[config.mk]
export PLATFORM = sky130hd
export DESIGN_NAME = segmented_linear_processor_flat
export DESIGN_NICKNAME = d
export VERILOG_FILES = /design/src/rtl/segmented_linear_processor_if.sv /design/src/rtl/segmented_linear_processor.sv /design/src/flat_wrapper.sv
export SDC_FILE = /design/constraint.sdc
export NUM_CORES = 1
export LEC_CHECK = 0
export ABC_AREA = 1
export CAP_MARGIN = 40
export CORE_MARGIN = 2
export CORE_UTILIZATION = 40
export CTS_CLUSTER_DIAMETER = 50
export CTS_CLUSTER_SIZE = 12
export DETAILED_ROUTE_END_ITERATION = 6
export PLACE_DENSITY_LB_ADDON = 0.3
export SLEW_MARGIN = 0
export SYNTH_ARGS = -nofsm -noshare
export SYNTH_HDL_FRONTEND = slang
export SYNTH_SLANG_ARGS = --single-unit
[constraint.sdc]
create_clock -name i_clk -period 6.5 [get_ports i_clk]
set_input_delay 0.975 -clock i_clk [delete_from_list [all_inputs] [get_ports i_clk]]
set_output_delay 0.975 -clock i_clk [all_outputs]
set_load 0.02 [all_outputs]
[src/rtl/segmented_linear_processor_if.sv]
// Command/status bundle between the opcode decoder, the segmented linear
// processor and the stepper/servo side.
interface segmented_linear_processor_if #(
    parameter int unsigned OP_BITS        = 4,
    parameter int unsigned ARG_BITS       = 12,
    parameter int unsigned STEPPER_X_BITS = 8,
    parameter int unsigned STEPPER_Y_BITS = 8,
    parameter int unsigned POS_BITS       = 16
);
    logic                             clk_en;
    logic                             trigger_in;
    logic                             done_in;
    logic [OP_BITS-1:0]               op;
    logic signed [ARG_BITS-1:0]       arg_x;
    logic signed [ARG_BITS-1:0]       arg_y;
    logic                             servo_pos;
    logic signed [STEPPER_X_BITS-1:0] num_steps_x;
    logic signed [STEPPER_Y_BITS-1:0] num_steps_y;
    logic                             trigger_out;
    logic                             done_out;
    logic signed [POS_BITS-1:0]       pos_x;
    logic signed [POS_BITS-1:0]       pos_y;

    modport master (
        output clk_en, trigger_in, done_in, op, arg_x, arg_y,
        input  servo_pos, num_steps_x, num_steps_y, trigger_out, done_out, pos_x, pos_y
    );

    modport slave (
        input  clk_en, trigger_in, done_in, op, arg_x, arg_y,
        output servo_pos, num_steps_x, num_steps_y, trigger_out, done_out, pos_x, pos_y
    );
endinterface

[src/rtl/segmented_linear_processor.sv]
// G00/G01 linear move processor: tracks pen position, splits large moves into
// 2^k near-equal segments and hands each segment to the stepper with a trigger.
module segmented_linear_processor #(
    parameter int unsigned OP_BITS            = 4,
    parameter int unsigned ARG_BITS           = 12,
    parameter int unsigned STEPPER_X_BITS     = 8,
    parameter int unsigned STEPPER_Y_BITS     = 8,
    parameter int unsigned POS_BITS           = 16,
    parameter int unsigned SERVO_SETTLE_TICKS = 4,
    parameter logic [OP_BITS-1:0] OP_G00 = OP_BITS'(0),
    parameter logic [OP_BITS-1:0] OP_G01 = OP_BITS'(1),
    parameter logic [OP_BITS-1:0] OP_G90 = OP_BITS'(2),
    parameter logic [OP_BITS-1:0] OP_G91 = OP_BITS'(3)
) (
    input logic                          i_clk,
    input logic                          i_reset,
    segmented_linear_processor_if.slave  io_bus
);
    localparam int unsigned D_BITS   = POS_BITS + 1;
    localparam int unsigned E_BITS   = POS_BITS + 2;
    localparam int unsigned K_BITS   = $clog2(D_BITS + 1);
    localparam int unsigned CNT_BITS = (SERVO_SETTLE_TICKS > 1) ? $clog2(SERVO_SETTLE_TICKS) : 1;
    localparam int unsigned MAX_X    = (1 << (STEPPER_X_BITS - 1)) - 1;
    localparam int unsigned MAX_Y    = (1 << (STEPPER_Y_BITS - 1)) - 1;
    localparam logic        SERVO_UP   = 1'b0;
    localparam logic        SERVO_DOWN = 1'b1;

    typedef enum logic [2:0] {
        S_IDLE,
        S_SETTLE,
        S_CALC,
        S_ISSUE,
        S_WAIT_ACK,
        S_WAIT_DONE
    } state_t;

    state_t                      r_state;
    logic                        r_rel;
    logic                        r_servo;
    logic [STEPPER_X_BITS-1:0]   r_num_steps_x;
    logic [STEPPER_Y_BITS-1:0]   r_num_steps_y;
    logic                        r_trigger;
    logic                        r_done;
    logic [POS_BITS-1:0]         r_pos_x;
    logic [POS_BITS-1:0]         r_pos_y;
    logic [CNT_BITS-1:0]         r_cnt;
    logic [K_BITS-1:0]           r_k;
    logic [E_BITS-1:0]           r_idx;
    logic [D_BITS-1:0]           r_mag_x;
    logic [D_BITS-1:0]           r_mag_y;
    logic                        r_neg_x;
    logic                        r_neg_y;
    logic [D_BITS-1:0]           r_q_x;
    logic [D_BITS-1:0]           r_q_y;
    logic [D_BITS-1:0]           r_rem_x;
    logic [D_BITS-1:0]           r_rem_y;

    logic [D_BITS-1:0]           w_dx;
    logic [D_BITS-1:0]           w_dy;
    logic [D_BITS-1:0]           w_mag_dx;
    logic [D_BITS-1:0]           w_mag_dy;
    logic                        w_servo_req;
    logic                        w_is_move;
    logic [E_BITS-1:0]           w_pow;
    logic [E_BITS-1:0]           w_ceil_x;
    logic [E_BITS-1:0]           w_ceil_y;
    logic                        w_over;
    logic [D_BITS-1:0]           w_q_x;
    logic [D_BITS-1:0]           w_q_y;
    logic [D_BITS-1:0]           w_rem_x;
    logic [D_BITS-1:0]           w_rem_y;
    logic [E_BITS-1:0]           w_idx_next;
    logic                        w_last;

    // Signed step count for segment idx: the first rem segments carry one extra step.
    function automatic logic [D_BITS-1:0] seg_steps(input logic              neg,
                                                    input logic [D_BITS-1:0] q,
                                                    input logic [D_BITS-1:0] rem,
                                                    input logic [E_BITS-1:0] idx);
        logic [D_BITS-1:0] m;
        m = q + D_BITS'(idx < E_BITS'(rem));
        return neg ? (D_BITS'(0) - m) : m;
    endfunction

    always_comb begin
        w_dx        = r_rel ? D_BITS'(signed'(io_bus.arg_x))
                            : D_BITS'(signed'(io_bus.arg_x)) - D_BITS'(signed'(r_pos_x));
        w_dy        = r_rel ? D_BITS'(signed'(io_bus.arg_y))
                            : D_BITS'(signed'(io_bus.arg_y)) - D_BITS'(signed'(r_pos_y));
        w_mag_dx    = w_dx[D_BITS-1] ? (D_BITS'(0) - w_dx) : w_dx;
        w_mag_dy    = w_dy[D_BITS-1] ? (D_BITS'(0) - w_dy) : w_dy;
        w_servo_req = (io_bus.op == OP_G01) ? SERVO_DOWN : SERVO_UP;
        w_is_move   = (io_bus.op == OP_G00) || (io_bus.op == OP_G01);

        // ceil(|d| / 2^k) per axis decides whether k must grow.
        w_pow    = E_BITS'(1) << r_k;
        w_ceil_x = (E_BITS'(r_mag_x) + w_pow - E_BITS'(1)) >> r_k;
        w_ceil_y = (E_BITS'(r_mag_y) + w_pow - E_BITS'(1)) >> r_k;
        w_over   = (w_ceil_x > E_BITS'(MAX_X)) || (w_ceil_y > E_BITS'(MAX_Y));
        w_q_x    = r_mag_x >> r_k;
        w_q_y    = r_mag_y >> r_k;
        w_rem_x  = r_mag_x & D_BITS'(w_pow - E_BITS'(1));
        w_rem_y  = r_mag_y & D_BITS'(w_pow - E_BITS'(1));

        w_idx_next = r_idx + E_BITS'(1);
        w_last     = (w_idx_next == w_pow);
    end

    always_ff @(posedge i_clk or posedge i_reset) begin
        if (i_reset) begin
            r_state       <= S_IDLE;
            r_rel         <= 1'b0;
            r_servo       <= SERVO_UP;
            r_num_steps_x <= '0;
            r_num_steps_y <= '0;
            r_trigger     <= 1'b0;
            r_done        <= 1'b1;
            r_pos_x       <= '0;
            r_pos_y       <= '0;
            r_cnt         <= '0;
            r_k           <= '0;
            r_idx         <= '0;
            r_mag_x       <= '0;
            r_mag_y       <= '0;
            r_neg_x       <= 1'b0;
            r_neg_y       <= 1'b0;
            r_q_x         <= '0;
            r_q_y         <= '0;
            r_rem_x       <= '0;
            r_rem_y       <= '0;
        end else if (io_bus.clk_en) begin
            case (r_state)
                S_IDLE: begin
                    if (io_bus.trigger_in) begin
                        if (io_bus.op == OP_G90) begin
                            r_rel <= 1'b0;
                        end else if (io_bus.op == OP_G91) begin
                            r_rel <= 1'b1;
                        end else if (w_is_move) begin
                            r_done  <= 1'b0;
                            r_mag_x <= w_mag_dx;
                            r_mag_y <= w_mag_dy;
                            r_neg_x <= w_dx[D_BITS-1];
                            r_neg_y <= w_dy[D_BITS-1];
                            r_k     <= '0;
                            r_cnt   <= '0;
                            r_servo <= w_servo_req;
                            if ((w_servo_req != r_servo) && (SERVO_SETTLE_TICKS != 0)) begin
                                r_state <= S_SETTLE;
                            end else begin
                                r_state <= S_CALC;
                            end
                        end
                    end
                end

                S_SETTLE: begin
                    if (r_cnt == CNT_BITS'(SERVO_SETTLE_TICKS - 1)) begin
                        r_state <= S_CALC;
                    end else begin
                        r_cnt <= r_cnt + CNT_BITS'(1);
                    end
                end

                S_CALC: begin
                    if ((r_mag_x == '0) && (r_mag_y == '0)) begin
                        r_done  <= 1'b1;
                        r_state <= S_IDLE;
                    end else if (w_over) begin
                        r_k <= r_k + K_BITS'(1);
                    end else begin
                        r_q_x         <= w_q_x;
                        r_q_y         <= w_q_y;
                        r_rem_x       <= w_rem_x;
                        r_rem_y       <= w_rem_y;
                        r_idx         <= '0;
                        r_num_steps_x <= STEPPER_X_BITS'(seg_steps(r_neg_x, w_q_x, w_rem_x, '0));
                        r_num_steps_y <= STEPPER_Y_BITS'(seg_steps(r_neg_y, w_q_y, w_rem_y, '0));
                        r_trigger     <= 1'b1;
                        r_state       <= S_ISSUE;
                    end
                end

                S_ISSUE: begin
                    r_trigger <= 1'b0;
                    r_state   <= S_WAIT_ACK;
                end

                // A stale high done_in must first drop before completion counts.
                S_WAIT_ACK: begin
                    if (!io_bus.done_in) begin
                        r_state <= S_WAIT_DONE;
                    end
                end

                S_WAIT_DONE: begin
                    if (io_bus.done_in) begin
                        r_pos_x <= r_pos_x + POS_BITS'(signed'(r_num_steps_x));
                        r_pos_y <= r_pos_y + POS_BITS'(signed'(r_num_steps_y));
                        r_idx   <= w_idx_next;
                        if (w_last) begin
                            r_done  <= 1'b1;
                            r_state <= S_IDLE;
                        end else begin
                            r_num_steps_x <= STEPPER_X_BITS'(seg_steps(r_neg_x, r_q_x, r_rem_x, w_idx_next));
                            r_num_steps_y <= STEPPER_Y_BITS'(seg_steps(r_neg_y, r_q_y, r_rem_y, w_idx_next));
                            r_trigger     <= 1'b1;
                            r_state       <= S_ISSUE;
                        end
                    end
                end

                default: begin
                    r_state <= S_IDLE;
                end
            endcase
        end
    end

    assign io_bus.servo_pos   = r_servo;
    assign io_bus.num_steps_x = r_num_steps_x;
    assign io_bus.num_steps_y = r_num_steps_y;
    assign io_bus.trigger_out = r_trigger;
    assign io_bus.done_out    = r_done;
    assign io_bus.pos_x       = r_pos_x;
    assign io_bus.pos_y       = r_pos_y;

endmodule

[src/flat_wrapper.sv]
// flat-port wrapper written by rule: the top's interface ports become plain ports
module segmented_linear_processor_flat 
#(
    parameter int unsigned OP_BITS            = 4,
    parameter int unsigned ARG_BITS           = 12,
    parameter int unsigned STEPPER_X_BITS     = 8,
    parameter int unsigned STEPPER_Y_BITS     = 8,
    parameter int unsigned POS_BITS           = 16,
    parameter int unsigned SERVO_SETTLE_TICKS = 4,
    parameter logic [OP_BITS-1:0] OP_G00 = OP_BITS'(0),
    parameter logic [OP_BITS-1:0] OP_G01 = OP_BITS'(1),
    parameter logic [OP_BITS-1:0] OP_G90 = OP_BITS'(2),
    parameter logic [OP_BITS-1:0] OP_G91 = OP_BITS'(3)
)
  (i_clk, i_reset, io_bus_clk_en, io_bus_trigger_in, io_bus_done_in, io_bus_op, io_bus_arg_x, io_bus_arg_y, io_bus_servo_pos, io_bus_num_steps_x, io_bus_num_steps_y, io_bus_trigger_out, io_bus_done_out, io_bus_pos_x, io_bus_pos_y);
  segmented_linear_processor_if #(.OP_BITS(OP_BITS), .ARG_BITS(ARG_BITS), .STEPPER_X_BITS(STEPPER_X_BITS), .STEPPER_Y_BITS(STEPPER_Y_BITS), .POS_BITS(POS_BITS)) io_bus_i ();
  input logic i_clk;
  input logic i_reset;
  input wire logic [$bits(io_bus_i.clk_en)-1:0] io_bus_clk_en;
  input wire logic [$bits(io_bus_i.trigger_in)-1:0] io_bus_trigger_in;
  input wire logic [$bits(io_bus_i.done_in)-1:0] io_bus_done_in;
  input wire logic [$bits(io_bus_i.op)-1:0] io_bus_op;
  input wire logic [$bits(io_bus_i.arg_x)-1:0] io_bus_arg_x;
  input wire logic [$bits(io_bus_i.arg_y)-1:0] io_bus_arg_y;
  output wire logic [$bits(io_bus_i.servo_pos)-1:0] io_bus_servo_pos;
  output wire logic [$bits(io_bus_i.num_steps_x)-1:0] io_bus_num_steps_x;
  output wire logic [$bits(io_bus_i.num_steps_y)-1:0] io_bus_num_steps_y;
  output wire logic [$bits(io_bus_i.trigger_out)-1:0] io_bus_trigger_out;
  output wire logic [$bits(io_bus_i.done_out)-1:0] io_bus_done_out;
  output wire logic [$bits(io_bus_i.pos_x)-1:0] io_bus_pos_x;
  output wire logic [$bits(io_bus_i.pos_y)-1:0] io_bus_pos_y;
  assign io_bus_i.clk_en = io_bus_clk_en;
  assign io_bus_i.trigger_in = io_bus_trigger_in;
  assign io_bus_i.done_in = io_bus_done_in;
  assign io_bus_i.op = io_bus_op;
  assign io_bus_i.arg_x = io_bus_arg_x;
  assign io_bus_i.arg_y = io_bus_arg_y;
  assign io_bus_servo_pos = io_bus_i.servo_pos;
  assign io_bus_num_steps_x = io_bus_i.num_steps_x;
  assign io_bus_num_steps_y = io_bus_i.num_steps_y;
  assign io_bus_trigger_out = io_bus_i.trigger_out;
  assign io_bus_done_out = io_bus_i.done_out;
  assign io_bus_pos_x = io_bus_i.pos_x;
  assign io_bus_pos_y = io_bus_i.pos_y;
  segmented_linear_processor #(.OP_BITS(OP_BITS), .ARG_BITS(ARG_BITS), .STEPPER_X_BITS(STEPPER_X_BITS), .STEPPER_Y_BITS(STEPPER_Y_BITS), .POS_BITS(POS_BITS), .SERVO_SETTLE_TICKS(SERVO_SETTLE_TICKS), .OP_G00(OP_G00), .OP_G01(OP_G01), .OP_G90(OP_G90), .OP_G91(OP_G91)) u_core (.i_clk(i_clk), .i_reset(i_reset), .io_bus(io_bus_i));
endmodule
==> flow_summary.ini <==
[clock_tree]
cts_resized = 0
cts_tree = done
cts_root_buf = clkbuf_16
htreeDepth = 4
cts.sinks = 166
cts_buffers = 17
clk_latency_ns = 0.46
clk_path_buf_depth = 2
post-cts-setup-buffers = 0
cts_hold_buffers = 0
clkTransAtPathRegs_ns = 0.07

[timing]
final.setup.worst_slack_ns = 0.888
whs_ns = 0.488
finalSetupViolCount = 0
tns_ns = 0
final-hold-violation-count = 0
relSlewSlack_pct = 47.3
fin_worst_skew_ns = 0.0109
worstMarginPinSlew_ns = 0.783
grt_setup_unrepaired = no
fmax_ghz = 0.178
fin_crit_sh_pct = 86.3
final_max_slew_viol_count = 0
post-route-min-period_ns = 5.61

[detailed_routing]
vias = 19100
ant_nets = 0
firstDrtPassIters = 5
drc = 0
drtIter0Drc = 1544
vias_per_cell = 5.31
wirelength_mm = 61.6
wl_per_cell_um = 17.1

[power]
max-vdd-ir-drop_v = 0.000256
leakage_nw = 10.7
p_total_mw = 11.4
pwr_density_cell_nw_per_um2 = 558

[final_layout]
finish.utilization_pct = 45.1
design_area_um2 = 20500
multi_input_area_um2 = 12200
final-seq-area_um2 = 4160
finalNetCount = 3205
stdcell_count = 3594
drive_above_1_share_pct = 3.91
n_antenna_cell = 0
fillCellCount = 4820
final_common_cell = nand2_1
synthToLayoutAreaGrowth_pct = 10.9
layout_common_cells = nand2_1, inv_1, o21ai_0, nand3_1, nor2_1

[synth]
synth-edff-count = 0
synthMuxAreaShare_pct = 0.108
synth_simple_gate_area_share_pct = 33.9
synth_largest_area_cell = dfrtp_1
synth_warnings = 0
netlist_area_um2 = 18500
synthArstFlopShare_pct = 100
syn_avg_cell_area_um2 = 6.31
ys_ff_latch = 166
synth.top_cell.area_share_pct = 22.3
synth-compound-area-share_pct = 14.1
ys_seq_area_share_pct = 22.5
synthXorXnorAreaFrac_pct = 4.48
yosys_most_used_dff = dfrtp_1
synth_adder_area_share_pct = 13.2
ys_types = 56
synthTopCellsByArea = dfrtp_1, nand2_1, ha_1
synth_nets = 3158
synth_top_family_by_area = simple AND/OR/NAND/NOR gates
syn_inst = 2934

[place]
place_hpwl_mm = 49.9
placed_area_um2 = 19900
io_buffers = 83
dp.cells = 3562
place.gp.congestion = 1.02
dpl_worst_slack_ns = 1.07

[setup_path]
cp_max_fo = 16
endpoint_kind = flip-flop
r2r_slack_ns = 0.89
criticalPathCategory = flip-flop to flip-flop
cp.arrival_ns = 6.01
cp-start-kind = flip-flop
cp.required_ns = 6.90
worst_r2r_endpoint = u_core.io_bus.num_steps_x[7]
worstReg2RegStart = u_core.r_k[2]
worstRegToRegCells = 25

[grt]
grt_pass1_wl_mm = 98.3
antenna_found_initial = 0
grt_pass1_vias = 18400
grt_usage_pct = 26.1
grt_max_degree = 77
grt-ovfl-total = 0

[status]
status = finished clean

[floorplan]
ioPinCount = 84
dieArea_um2 = 48000
start_util_pct = 40.7
core_um2 = 45500
die_y_um = 219
fp-row-count = 78
die_w_um = 219

[hold_path]
worstHoldStart = u_core.r_rem_y[0]
holdPathStages = 2
hold_path_end = u_core.r_rem_y[0]
hold_path_class = flip-flop to flip-flop

[flow_run]
cap_viol_max_count = 0
[routing by layer]
metal,track usage (%),share of wire (%)
met5,0,0
met3,4.48,6.1
met4,9.75,3.6
met2,43.6,46
met1,33.7,44
[layout make-up]
class                           count  share of cell area, %
Clock inverter                     13                  0.665
Clock buffer                       19                   2.21
Tap cell                          600                   3.66
Timing Repair Buffer              102                   4.90
Multi-Input combinational cell   2204                   59.3
Sequential cell                   166                   20.3
Inverter                          490                   8.99
[report_power, final]
part	internal, mW	switching (mW)	total, mW
Sequential	1.40	0.442	1.84
Clock	0.560	0.473	1.03
Combinational	2.84	5.73	8.57
[worst max-delay path: stages (launching register included)]
cell and delay (ns):
dfrtp_1 0.79, inv_2 0.32, ha_1 0.30, inv_1 0.07, nor2_1 0.10, inv_1 0.31, nand3_1 0.19, nor3_2 0.26
xor2_1 0.25, nor2_1 0.10, nor4_1 0.70, nand4_1 0.34, ha_1 0.31, ha_1 0.24, nand3b_1 0.19, nand2_1 0.13
inv_1 0.05, nor2_1 0.12, nand3_1 0.11, inv_1 0.06, nand3_1 0.08, nand3_1 0.08, nand3_1 0.09, nand2_1 0.10
nand4_1 0.14, nand2_1 0.11
[cells in the mapped netlist (all sizes together), types with 2 or more instances]
master and number:
a211oi 4, a21boi 6, a21o 8, a21oi 105, a22oi 2, a31oi 7, and2 6, buf 31
clkbuf 43, clkinv 2, dfrtp 165, fa 6, ha 185, inv 488, mux2i 2, nand2 852
nand3 212, nand3b 21, nand4 67, nor2 205, nor3 45, nor3b 3, nor4 12, o2111ai 5
o211ai 33, o21a 2, o21ai 274, o21bai 8, o221ai 2, o22ai 6, o31ai 3, o32ai 3
o41ai 2, or2 21, xnor2 18, xor2 75
[flip-flops by register name (all words and copies together) (netlist names), 2 cells and up]
| signal | cells |
|---|---|
| u_core.io_bus.num_steps_x | 8 |
| u_core.io_bus.num_steps_y | 8 |
| u_core.io_bus.pos_x | 16 |
| u_core.io_bus.pos_y | 16 |
| u_core.r_cnt | 2 |
| u_core.r_idx | 18 |
| u_core.r_k | 5 |
| u_core.r_mag_x | 17 |
| u_core.r_mag_y | 17 |
| u_core.r_q_x | 8 |
| u_core.r_q_y | 8 |
| u_core.r_rem_x | 17 |
| u_core.r_rem_y | 17 |
| u_core.r_state | 3 |
[logic make-up (layout without fill, tap and decap cells)]
group                    count (synthesis)  after routing
adder cells (fa/ha/maj)                191            191
AND/OR/NAND/NOR                       1445           1445
flip-flops                             166            166
multiplexers                             2              2
buffers and inverters                  564            624
AO/OA/AOI/OAI                          473            473
XOR/XNOR                                93             93
[worst max-delay path by stage]
stage	depth (start not counted)	slack, ns	startpoint	endpoint
floorplan	1	1.04	i_reset	u_core.io_bus.num_steps_x[0]
global placement	28	1.10	u_core.r_k[2]	u_core.r_idx[6]
detailed placement	32	1.07	u_core.r_idx[0]	u_core.io_bus.num_steps_y[7]
CTS	32	0.99	u_core.r_idx[0]	u_core.io_bus.num_steps_y[7]
global route	32	0.40	u_core.r_idx[0]	u_core.io_bus.num_steps_y[7]
finish	25	0.89	u_core.r_k[2]	u_core.io_bus.num_steps_x[7]
(Power assumes the default switching activity.)
